`src/rtl/pid_pkg.sv`:
```
// Shared widths, FSM encoding and saturating helpers for the PID sequencer.
package pid_pkg;

    localparam int unsigned ERR_W     = 24;
    localparam int unsigned FRAC_BITS = 8;
    localparam int unsigned OUT_W     = 16;

    typedef enum logic [2:0] {
        StIdle,
        StErr,
        StMp,
        StMi,
        StMd,
        StAcc,
        StOut
    } pid_state_e;

    // Three spare bits keep the sum of three products from overflowing.
    function automatic int unsigned acc_width(input int unsigned gain_w);
        return ERR_W + gain_w + 4;
    endfunction

    function automatic logic signed [63:0] sat(input logic signed [63:0] v,
                                               input int unsigned w);
        logic signed [63:0] hi;
        logic signed [63:0] lo;
        hi = (64'sd1 <<< (w - 1)) - 64'sd1;
        lo = -(64'sd1 <<< (w - 1));
        if (v > hi) return hi;
        if (v < lo) return lo;
        return v;
    endfunction

    function automatic logic signed [63:0] clamp(input logic signed [63:0] v,
                                                 input logic signed [63:0] lim);
        if (v > lim) return lim;
        if (v < -lim) return -lim;
        return v;
    endfunction

endpackage

```
`src/rtl/pid_shared_mult.sv`:
```
// Registered signed multiplier shared by the P, I and D terms; one-cycle latency.
module pid_shared_mult #(
    parameter int unsigned GAIN_W = 16,
    parameter int unsigned OPND_W = 24
) (
    input  logic                            clk,
    input  logic                            rst_n,
    input  logic [GAIN_W-1:0]               gain,
    input  logic signed [OPND_W-1:0]        opnd,
    output logic signed [GAIN_W+OPND_W:0]   prod
);
    localparam int unsigned PROD_W = GAIN_W + OPND_W + 1;

    logic signed [GAIN_W:0] gain_s;

    // Gains are unsigned; a zero MSB lets them enter a signed product.
    assign gain_s = {1'b0, gain};

    always_ff @(posedge clk) begin
        if (!rst_n) begin
            prod <= '0;
        end else begin
            prod <= PROD_W'(gain_s) * PROD_W'(opnd);
        end
    end

endmodule

```
`src/rtl/pid_sequencer.sv`:
```
// Per-sample PID controller: sequences P, I and D through one shared multiplier
// and emits a saturated control word with a fixed six-cycle valid latency.
module pid_sequencer
    import pid_pkg::*;
#(
    parameter int unsigned POS_W   = 32,
    parameter int unsigned GAIN_W  = 16,
    parameter int          INT_LIM = 2**20
) (
    input  logic                     s00_axi_aclk,
    input  logic                     s00_axi_aresetn,
    input  logic                     enable,
    input  logic                     sample_tick,
    input  logic [GAIN_W-1:0]        kp_init,
    input  logic [GAIN_W-1:0]        ki_init,
    input  logic [GAIN_W-1:0]        kd_init,
    input  logic signed [POS_W-1:0]  desired_pos,
    input  logic signed [POS_W-1:0]  actual_pos,
    input  logic                     clr_overrun,
    output logic signed [OUT_W-1:0]  u_out,
    output logic                     u_valid,
    output logic                     busy,
    output logic                     overrun
);
    localparam int unsigned PROD_W = ERR_W + GAIN_W + 1;
    localparam int unsigned ACC_W  = acc_width(GAIN_W);

    pid_state_e state_q, state_d;

    logic signed [POS_W-1:0]  des_q, act_q;
    logic signed [ERR_W-1:0]  e_q, e_prev_q, integ_q;
    logic signed [ERR_W-1:0]  e_new, integ_new, d_val, m_opnd;
    logic [GAIN_W-1:0]        m_gain;
    logic signed [PROD_W-1:0] prod;
    logic signed [ACC_W-1:0]  acc_q, prod_ext;
    logic signed [OUT_W-1:0]  u_out_q, u_sat;
    logic                     u_valid_q, overrun_q;

    assign busy    = (state_q != StIdle);
    assign u_out   = u_out_q;
    assign u_valid = u_valid_q;
    assign overrun = overrun_q;

    always_ff @(posedge s00_axi_aclk) begin
        if (!s00_axi_aresetn) state_q <= StIdle;
        else                  state_q <= state_d;
    end

    always_comb begin
        state_d = state_q;
        if (!enable) begin
            state_d = StIdle;
        end else begin
            case (state_q)
                StIdle:  if (sample_tick) state_d = StErr;
                StErr:   state_d = StMp;
                StMp:    state_d = StMi;
                StMi:    state_d = StMd;
                StMd:    state_d = StAcc;
                StAcc:   state_d = StOut;
                StOut:   state_d = StIdle;
                default: state_d = StIdle;
            endcase
        end
    end

    always_comb begin
        e_new     = ERR_W'(sat(64'(des_q) - 64'(act_q), ERR_W));
        integ_new = ERR_W'(clamp(64'(integ_q) + 64'(e_q), 64'(INT_LIM)));
        d_val     = ERR_W'(sat(64'(e_q) - 64'(e_prev_q), ERR_W));
        prod_ext  = ACC_W'(prod);
        u_sat     = OUT_W'(sat(64'(acc_q >>> FRAC_BITS), OUT_W));
    end

    // Operand mux: each issue state feeds its gain and term to the multiplier.
    always_comb begin
        m_gain = '0;
        m_opnd = '0;
        case (state_q)
            StMp: begin m_gain = kp_init; m_opnd = e_q;       end
            StMi: begin m_gain = ki_init; m_opnd = integ_new; end
            StMd: begin m_gain = kd_init; m_opnd = d_val;     end
            default: ;
        endcase
    end

    pid_shared_mult #(
        .GAIN_W (GAIN_W),
        .OPND_W (ERR_W)
    ) u_mult (
        .clk   (s00_axi_aclk),
        .rst_n (s00_axi_aresetn),
        .gain  (m_gain),
        .opnd  (m_opnd),
        .prod  (prod)
    );

    always_ff @(posedge s00_axi_aclk) begin
        if (!s00_axi_aresetn) begin
            des_q     <= '0;
            act_q     <= '0;
            e_q       <= '0;
            e_prev_q  <= '0;
            integ_q   <= '0;
            acc_q     <= '0;
            u_out_q   <= '0;
            u_valid_q <= 1'b0;
            overrun_q <= 1'b0;
        end else begin
            u_valid_q <= 1'b0;
            // A tick landing mid-sequence is dropped but remembered; set beats clear.
            if (sample_tick && state_q != StIdle) overrun_q <= 1'b1;
            else if (clr_overrun)                 overrun_q <= 1'b0;

            if (!enable) begin
                integ_q  <= '0;
                e_prev_q <= '0;
                u_out_q  <= '0;
            end else begin
                case (state_q)
                    StIdle: begin
                        if (sample_tick) begin
                            des_q <= desired_pos;
                            act_q <= actual_pos;
                        end
                    end
                    StErr: e_q <= e_new;
                    StMi: begin
                        integ_q <= integ_new;
                        acc_q   <= prod_ext;
                    end
                    StMd: begin
                        acc_q    <= acc_q + prod_ext;
                        e_prev_q <= e_q;
                    end
                    StAcc: acc_q <= acc_q + prod_ext;
                    StOut: begin
                        u_out_q   <= u_sat;
                        u_valid_q <= 1'b1;
                    end
                    default: ;
                endcase
            end
        end
    end

endmodule

```
`config.mk`:
```
export PLATFORM = sky130hd
export DESIGN_NAME = pid_sequencer
export DESIGN_NICKNAME = d
export VERILOG_FILES = /design/src/rtl/pid_pkg.sv /design/src/rtl/pid_shared_mult.sv /design/src/rtl/pid_sequencer.sv
export SDC_FILE = /design/constraint.sdc
export NUM_CORES = 2
export LEC_CHECK = 0
export ABC_CLOCK_PERIOD_IN_PS = 25200
export CAP_MARGIN = 30
export CORE_MARGIN = 4
export CORE_UTILIZATION = 60
export CTS_CLUSTER_DIAMETER = 30
export DETAILED_ROUTE_END_ITERATION = 8
export PLACE_DENSITY_LB_ADDON = 0.08
export SLEW_MARGIN = 10
export SYNTH_ARGS = -nofsm -noshare
export SYNTH_HDL_FRONTEND = slang
export SYNTH_SLANG_ARGS = --single-unit
export TNS_END_PERCENT = 20
```
`constraint.sdc`:
```
create_clock -name s00_axi_aclk -period 25.2 [get_ports s00_axi_aclk]
set_clock_uncertainty 0.1 [all_clocks]
set_input_delay 3.78 -clock s00_axi_aclk [delete_from_list [all_inputs] [get_ports s00_axi_aclk]]
set_output_delay 3.78 -clock s00_axi_aclk [all_outputs]
set_load 0.02 [all_outputs]
```
==> results.toml <==
[run_status]
outcome = "complete, no violations"

[critical_path]
path_delay_family = "adder cells"
rrSetupSlack_ps = 13600
critPathSlowestCell = "or3_1"
worstPathBufferInverterCount = 3
crit_top_cell = "fa_1"
crit_arrival_ps = 11940
cp-end-kind = "flop"
worstPathRequired_ps = 25540
cp-start-kind = "flop"
slowest_delay_ps = 840
critical_path_class = "reg -> reg"
cp_max_fo = 24

[die]
core_area_mm2 = 0.0494
die_w_um = 232
die_y_um = 232
die_area_mm2 = 0.0539
initial_core_util = 0.611
num_rows = 81
pin_count = 136

[clocking]
post_cts_buffers = 0
cts_buffers = 53
cts_resized = 0
h-tree-depth = 2
clock-sinks = 242
clock_path_buffers = 3
path_clk_slew_ps = 50
insertion_delay_ps = 580
cts_root_buf = "clkbuf_16"
ctsHoldBuffers = 0
cts_tree = "built"

[synth]
synthArstFlopShare = 0
avgSynthCellArea_um2 = 8.12
synthCells = 3716
synth_area_mm2 = 0.0302
synth_cell_type_count = 78
ys_ff_latch = 242
yosysTopAreaCell = "fa_1"
yosysSeqAreaShare = 0.161
syn-num-nets = 4438
yosysTopAreaCellShare = 0.253
synth.yosys.warnings = 0
ys.flop_type = "dfxtp_1"
synth_edf_count = 0
synthTopCellsByArea = "fa_1, dfxtp_1, ha_1"

[timing]
hold_violations = 0
worstMarginPinSlew_ps = 1100
layout_setup_ws_ps = 13600
max_slew_margin = 0.266
setup_viol = 0
fin_crit_ps = 11600
max_freq_ghz = 0.0862
tns_ps = 0
finalMaxSlewViolations = 0
rsz0062_at_grt = "no"
post-route-period-util = 0.460

[placement]
dpl.hpwl_um = 72100
post-place-ws_ps = 13680
routabilityCongestion = 1.01
io_buffers = 135

[finish]
synthToLayoutAreaGrowth_pct = 13.2
layout_commonest_cell = "inv_1"
fillers = 4188
final_cell_mix = "inv_1, nand2_1, fa_1"
fin_nets = 4514
drive_gt1_frac = 0.0524
diodes = 0
seq_area_mm2 = 0.00484
multi_input_area_mm2 = 0.0226

[grt]
track_usage = 0.353
overflow = 0
grt_pass1_vias = 28702
grt_max_degree = 66
grt_pass1_wl_um = 152000
antenna_found_initial = 0

[drt]
drtPass1Iterations = 6
wl_per_cell_um = 21.1
drc_errors = 0
detail-route-antenna-nets = 0
via_per_inst = 6.15
routed_wl_um = 94800
drt_iter0_markers = 2247
vias = 27681

[flow_run]
cap_violations = 0

[pwr]
p_leak_nw = 15.5
p_per_area_mw_per_mm2 = 39.4
ir_drop_mv = 0.0592
power.total_w = 0.00134

[min_path]
hold_class = "reg -> reg"
[cell families (layout without fill, tap and decap cells)]
logic type | count (synthesis) | in the layout | synth area share
buffers and inverters | 749 | 870 | 0.0947
xor gates and xnor gates | 130 | 130 | 0.0377
DFF | 242 | 242 | 0.161
AOI/OAI and AO/OA | 748 | 748 | 0.159
adders and majority gates | 605 | 605 | 0.346
muxes | 17 | 17 | 0.00564
and+or+nand+nor | 1225 | 1225 | 0.197
[worst paths after layout]
check	startpoint	to	cells past startpoint
worst max-delay path	e_q[0]	u_mult.prod[33]	34
worst min-delay path	u_out[6]	u_out[6]	2
worst max register to register	e_q[0]	u_mult.prod[33]	34
worst min register to register	u_out[6]	u_out[6]	2
[cell usage after synthesis (19+ instances only)]
master and number:
and3_1 25, nand4_1 32, nor2b_1 20, xor2_1 55, o21ai_0 151, nand3_1 85, buf_2 23, a21oi_1 261
nor3_1 184, o21a_1 33, o211a_1 27, o211ai_1 22, nand2b_1 26, o21bai_1 19, clkbuf_1 137, and4_1 19
inv_1 578, xnor2_1 75, ha_1 224, fa_1 381, nor2_1 185, dfxtp_1 242, a211oi_1 24, a31oi_1 27
nand2_1 424, or3_1 168, a21o_1 66
[area by class of cell]
cell class,instances,area share
Sequential cell,242,0.142
Tap cell,664,0.0243
Multi-Input combinational cell,2725,0.660
Timing Repair Buffer,192,0.0534
Clock inverter,38,0.0151
Inverter,578,0.0636
Clock buffer,62,0.0413
[layer usage]
metal | up-vias | GRT usage | wire (µm)
met5 | - | 0 | 0
met2 | 1279 | 0.581 | 44100
met4 | 0 | 0.175 | 5480
li1 | 12590 | - | -
met3 | 348 | 0.0785 | 8460
met1 | 13464 | 0.440 | 36700
[report_power, final]
part	switching, W	leakage, nW	internal, W
sequential	0.00000762	1.96	0.000390
clock	0.000238	0.957	0.000507
combinational	0.000120	12.6	0.0000810
total	0.000366	15.5	0.000978
[sequential cells by signal, summed over array words and instances, names as in the netlist]
name,cells
des_q,32
acc_q,44
u_mult.prod,41
e_prev_q,24
u_out,16
state_q,3
u_valid,1
integ_q,24
overrun,1
e_q,24
act_q,32
[worst register-to-register path: cells and delay by family (launching register included)]
kind / cells / cell delay [ps]
flip-flops: 1 / 370
adder cells (fa/ha/maj): 9 / 4350
AO/OA/AOI/OAI: 12 / 3650
AND/OR/NAND/NOR: 8 / 2160
XOR/XNOR: 2 / 670
buffers and inverters: 3 / 170
[metrics by stage]
step	cell area, µm²	util	hold slack [ps]	instances
after global routing	34200	0.692	366	4501
after CTS	34100	0.691	351	4498
after global placement	32100	0.650	339	4390
after detailed placement	32200	0.652	346	4398
final	34200	0.692	351	4501
after floorplan	30200	-	329	3716
Power figures use the tool's default switching activity.
